File: src/rtl/pll_seq_pkg.sv
// rtl/pll_seq_pkg.sv - shared states, constants and helpers for the PLL lock sequencer
package pll_seq_pkg;

  // Sequencer states
  typedef enum logic [2:0] {
    ST_ARESET    = 3'd0,
    ST_WAIT_LOCK = 3'd1,
    ST_STABLE    = 3'd2,
    ST_RUN       = 3'd3,
    ST_FAIL      = 3'd4
  } pll_state_t;

  // Saturation value of the 8-bit event counters
  localparam logic [7:0] CNT8_SAT = 8'hFF;

  // Default parameter values
  localparam int DEF_ARESET_CYC   = 16;
  localparam int DEF_LOCK_TIMEOUT = 100000;
  localparam int DEF_STABLE_CYC   = 1024;
  localparam int DEF_MAX_RETRY    = 3;
  localparam int DEF_SYNC_STAGES  = 2;

  // Saturating 8-bit increment
  function automatic logic [7:0] sat_inc8(input logic [7:0] v);
    return (v == CNT8_SAT) ? v : v + 8'd1;
  endfunction

  // Largest of three integers, used to size the shared cycle counter
  function automatic int max3(input int a, input int b, input int c);
    int m;
    m = a;
    if (b > m) m = b;
    if (c > m) m = c;
    return m;
  endfunction

endpackage

File: src/rtl/sync_bit.sv
// rtl/sync_bit.sv - multi-stage single-bit synchroniser with async active-high reset
module sync_bit #(
  parameter int STAGES = 2
) (
  input  logic clk,
  input  logic rst,
  input  logic d,
  output logic q
);

  logic [STAGES-1:0] chain;

  // Shift the asynchronous input through the flop chain
  always_ff @(posedge clk or posedge rst) begin
    if (rst) chain <= '0;
    else     chain <= {chain[STAGES-2:0], d};
  end

  assign q = chain[STAGES-1];

endmodule

File: src/rtl/pll_lock_seq.sv
// rtl/pll_lock_seq.sv - PLL reset/lock sequencer; PLL_LOSS_CNT_EN enables the lock-loss counter
module pll_lock_seq
  import pll_seq_pkg::*;
#(
  parameter int ARESET_CYC   = DEF_ARESET_CYC,
  parameter int LOCK_TIMEOUT = DEF_LOCK_TIMEOUT,
  parameter int STABLE_CYC   = DEF_STABLE_CYC,
  parameter int MAX_RETRY    = DEF_MAX_RETRY,
  parameter int SYNC_STAGES  = DEF_SYNC_STAGES
) (
  input  logic       sys_clk,
  input  logic       sys_rst,
  input  logic       pll_locked,
  input  logic       restart,
  output logic       pll_areset,
  output logic       sys_ready,
  output logic       seq_fail,
  output logic [7:0] retry_cnt,
  output logic [7:0] loss_cnt
);

  // The counter only ever counts up to (limit - 1) in one state, so clog2 of the
  // largest limit is wide enough and it never wraps.
  localparam int CNT_MAX = max3(ARESET_CYC, LOCK_TIMEOUT, STABLE_CYC);
  localparam int CNT_W   = (CNT_MAX > 1) ? $clog2(CNT_MAX) : 1;

  typedef logic [CNT_W-1:0] cnt_t;

  localparam cnt_t ARESET_LAST  = cnt_t'(ARESET_CYC - 1);
  localparam cnt_t TIMEOUT_LAST = cnt_t'(LOCK_TIMEOUT - 1);
  localparam cnt_t STABLE_LAST  = cnt_t'(STABLE_CYC - 1);

  pll_state_t state_q, state_d;
  cnt_t       cnt_q, cnt_d;
  logic [7:0] retry_q, retry_d;
  logic       areset_q, ready_q, fail_q;
  logic       locked_s;

  sync_bit #(
    .STAGES (SYNC_STAGES)
  ) u_lock_sync (
    .clk (sys_clk),
    .rst (sys_rst),
    .d   (pll_locked),
    .q   (locked_s)
  );

  // Next-state, retry and shared-counter decisions
  always_comb begin
    state_d = state_q;
    retry_d = retry_q;
    cnt_d   = cnt_q;

    case (state_q)
      ST_ARESET: begin
        if (cnt_q == ARESET_LAST) state_d = ST_WAIT_LOCK;
      end
      ST_WAIT_LOCK: begin
        // Lock is tested first so a lock arriving on the timeout cycle wins
        if (locked_s) begin
          state_d = ST_STABLE;
        end else if (cnt_q == TIMEOUT_LAST) begin
          retry_d = sat_inc8(retry_q);
          state_d = (int'(retry_d) >= MAX_RETRY) ? ST_FAIL : ST_ARESET;
        end
      end
      ST_STABLE: begin
        // A lock glitch restarts the wait but is not a failed attempt
        if (!locked_s) begin
          state_d = ST_WAIT_LOCK;
        end else if (cnt_q == STABLE_LAST) begin
          state_d = ST_RUN;
          retry_d = '0;
        end
      end
      ST_RUN: begin
        if (!locked_s) state_d = ST_ARESET;
      end
      ST_FAIL: begin
        state_d = ST_FAIL;
      end
      default: begin
        state_d = ST_ARESET;
      end
    endcase

    // restart overrides anything decided above
    if (restart) begin
      state_d = ST_ARESET;
      retry_d = '0;
    end

    // RUN and FAIL have no timed exit, so the counter is parked there
    if (restart || (state_d != state_q)) begin
      cnt_d = '0;
    end else if ((state_q == ST_RUN) || (state_q == ST_FAIL)) begin
      cnt_d = cnt_q;
    end else begin
      cnt_d = cnt_q + cnt_t'(1);
    end
  end

  // State, shared counter and retry count registers
  always_ff @(posedge sys_clk or posedge sys_rst) begin
    if (sys_rst) begin
      state_q <= ST_ARESET;
      cnt_q   <= '0;
      retry_q <= '0;
    end else begin
      state_q <= state_d;
      cnt_q   <= cnt_d;
      retry_q <= retry_d;
    end
  end

  // Output flops decoded from the next state so they line up with state_q
  always_ff @(posedge sys_clk or posedge sys_rst) begin
    if (sys_rst) begin
      areset_q <= 1'b1;
      ready_q  <= 1'b0;
      fail_q   <= 1'b0;
    end else begin
      areset_q <= (state_d == ST_ARESET) || (state_d == ST_FAIL);
      ready_q  <= (state_d == ST_RUN);
      fail_q   <= (state_d == ST_FAIL);
    end
  end

  assign pll_areset = areset_q;
  assign sys_ready  = ready_q;
  assign seq_fail   = fail_q;
  assign retry_cnt  = retry_q;

`ifdef PLL_LOSS_CNT_EN
  logic [7:0] loss_q;
  logic       loss_evt;

  // A lock drop in RUN counts as a loss unless restart pre-empts it
  assign loss_evt = (state_q == ST_RUN) && !locked_s && !restart;

  // Saturating lock-loss counter, cleared only by sys_rst
  always_ff @(posedge sys_clk or posedge sys_rst) begin
    if (sys_rst)       loss_q <= '0;
    else if (loss_evt) loss_q <= sat_inc8(loss_q);
  end

  assign loss_cnt = loss_q;
`else
  assign loss_cnt = 8'd0;
`endif

endmodule

File: config.mk
export PLATFORM = sky130hd
export DESIGN_NAME = pll_lock_seq
export DESIGN_NICKNAME = d
export VERILOG_FILES = /design/src/rtl/pll_seq_pkg.sv /design/src/rtl/sync_bit.sv /design/src/rtl/pll_lock_seq.sv
export SDC_FILE = /design/constraint.sdc
export NUM_CORES = 1
export LEC_CHECK = 0
export BUFFER_PORTS_ARGS = -buffer_cell sky130_fd_sc_hd__buf_2
export CAP_MARGIN = 20
export CORE_MARGIN = 5
export CORE_UTILIZATION = 62
export DETAILED_ROUTE_END_ITERATION = 10
export PLACE_DENSITY_LB_ADDON = 0.05
export SLEW_MARGIN = 10
export SYNTH_ARGS = -nofsm -noshare
export SYNTH_HDL_FRONTEND = slang
export SYNTH_SLANG_ARGS = --single-unit
File: constraint.sdc
create_clock -name sys_clk -period 4.7 [get_ports sys_clk]
set_clock_uncertainty 0.15 [all_clocks]
set_input_delay 0.47 -clock sys_clk [delete_from_list [all_inputs] [get_ports sys_clk]]
set_output_delay 0.47 -clock sys_clk [all_outputs]
set_load 0.05 [all_outputs]
==> metrics <==
Final Util approximately 70%; Final HPWL DP 2984 um; outcome complete, no violations; sequential area share after synthesis roughly two fifths; fraction of layout cells with a size suffix above 1 18.92%; CTS root buffer clkbuf_4; Hold WC Path Type primary input to asynchronous set/reset pin; slowest CP cell or4_4; Worst EP required 4790 ps; post-synthesis cell area 0.002031 sq mm; Final Hold Violating Endpoints 0; GRT Residual Overflow 0; VDD IR max 0.2455 mV; switch share a little under a quarter; vias in the first global route 1577; total CTS buffers 5; Cells after Synth 210; Worst-Margin Slew 704.6 ps; Slew HR 53.00%; worst-path maximum fanout 10; async set or reset register ratio after synthesis 100.0%; DR vias/cell 6.102; #FFs+latches synth 33; RR Startpoint cnt_q[11]; CP startpoint kind flop; die width 67.23 um; Worst Setup End Kind flop; syn avg cell area about 9.7 sq um; Nets ~230; io pins 23; Post-synth EDFFs 0; RSZ-0062 raised after global routing no; Routed WL per cell 15.56 um; drt pass-1 iters 4; r2r setup slk 2060 ps; Bufs on Longest Clock Path 2; critical path class flop to flop; Cell Rows 20; Total Wirelength 4139 um; Port Buffer Count 14; Pwr Density 257.9 mW/mm^2; clock insertion delay at the later pin of the skew report ~340 ps; antenna-violating nets left 0; Post-CTS Hold Buffers 0; arrival time at the worst endpoint around 2700 ps; first-pass GRT wire length 7148 um; FF-to-FF path depth 5; Ant. Diodes 0; DR iter-0 viols 192; Crit Reg-Reg Endpoint cnt_q[1]; H-tree depth 2; Die H 67.23 um; slowest stage delay, CP 570 ps; Flop pwr share 52.7%; Yosys Warn Count 0; clock share of power 41.3%; # setup viols final 0; Tcrit/Tclk final a little under three fifths; most common flop cell mapped by yosys dfrtp_1; Internal Power 0.4194 mW; combinational power share slightly above 6%; # clock sinks 33; max-cap check violation count 0; min Tclk post-route around 2600 ps; Area Overhead vs Synth 5.299%; CTS tree done; worst-path cell chain or4_4 > or4_4 > or2b_2 > nand4_2 > a221oi_1; setup repair bufs after CTS 0; Max Clk Rate 378.1 MHz; Total GRT Usage 20.90%; Switch Pwr ~0.13 mW; GPL Wtd Cong 0.8641; Resize count post-CTS 0; # DRC 0; via count 1623; library cells used by synthesis 55; pins over their slew limit 0; P_leak 0.9471 nW; setup_tns 0 ps; clk slew on worst S/H paths 110 ps; Initial Utilization roughly two thirds; pin count of the biggest net entering global routing 34; core area 0.003103 sq mm; initial antenna violation count 0; cell repeated most along the worst path or4_4; die area 0.004520 sq mm
-- power by group through the flow --
stage / Sequential [mW] / Combinational (mW) / Clock, mW
2_1_floorplan: 0.295 / 0.0327 / 0
3_3_place_gp: 0.295 / 0.0325 / 0
3_5_place_dp: 0.296 / 0.0334 / 0
4_1_cts: 0.290 / 0.0335 / 0.230
5_1_grt: 0.291 / 0.0369 / 0.247
6_report: 0.290 / 0.0335 / 0.228
-- Yosys cell counts, drive strengths merged (6+ instances only) --
cell / instances / share of area, %
nor2: 17 / 3.1
buf: 11 / 4.3
clkbuf: 7 / 2.8
a211oi: 9 / 3.3
dfrtp: 32 / 39
a31oi: 8 / 2.5
nand3: 7 / 1.7
o21ai: 6 / 1.5
nand2: 11 / 2.0
nor3: 8 / 2.5
xnor2: 8 / 3.5
nand4: 10 / 3.4
xor2: 8 / 3.5
-- routing by layer --
metal,vias to the layer above,wire length [um],global-route usage (%)
met1,759,1715,25.69
met5,-,0,0
li1,789,-,-
met3,8,290,5.491
met4,0,57,5.570
met2,67,2076,36.20
-- worst max-delay path: cells and delay by family (launching register included) --
kind	cells	cell delay [ps]
compound gates	1	360
flops	1	420
simple gates	4	1610
-- cell families after synthesis --
family | synth area share [%]
AND/OR/NAND/NOR | 26.68
AO/OA/AOI/OAI | 15.28
other | 0.1847
adder cells (fa/ha/maj) | 1.232
XOR/XNOR | 6.901
flip-flops | 40.73
buffers and inverters | 8.010
multiplexers | 0.9859
-- worst max path at each step --
stage | from | to | slack [ps]
finish | cnt_q[11] | cnt_q[1] | 2060
global route | cnt_q[11] | retry_cnt[6] | 1950
CTS | cnt_q[11] | cnt_q[1] | 2060
detailed placement | cnt_q[11] | cnt_q[1] | 2080
global placement | cnt_q[11] | retry_cnt[6] | 2170
floorplan | cnt_q[11] | retry_cnt[6] | 2230
-- cell usage in the layout (no fill, tap or decap), types with 7 or more instances in the layout --
cell type	count
nor2_1	17
xnor2_1	8
conb_1	8
nand3_1	7
nand2_1	11
dfrtp_1	32
a31oi_1	8
xor2_1	8
a211oi_1	9
nand4_1	9
buf_2	14
-- layout make-up --
| cell class | count | area (sq um) |
|---|---|---|
| Sequential cell | 33 | 827.0 |
| Clock buffer | 6 | 51.30 |
| Tap cell | 44 | 55.05 |
| Clock inverter | 2 | 37.54 |
| Timing Repair Buffer | 15 | 77.57 |
| Multi-Input combinational cell | 161 | 1071 |
| Fill cell | 256 | 964.7 |
| Inverter | 5 | 18.77 |
-- flip-flops by register name, summed over array words and instances, names as in the netlist --
signal	cells
sys_ready	1
seq_fail	1
state_q	3
retry_cnt	8
cnt_q	17
pll_areset	1
u_lock_sync.chain	2
-- through the flow --
stage	area, sq um	hold slack, ps	power [mW]	cells	setup slack [ps]
2_1_floorplan	2057	181.2	0.3275	217	2232
3_3_place_gp	2046	186.0	0.3278	258	2174
3_5_place_dp	2046	215.4	0.3291	258	2083
4_1_cts	2135	58.15	0.5539	266	2060
5_1_grt	2138	49.25	0.5748	266	1951
6_report	2138	42.43	0.5514	266	2055
Power figures use the tool's default switching activity.
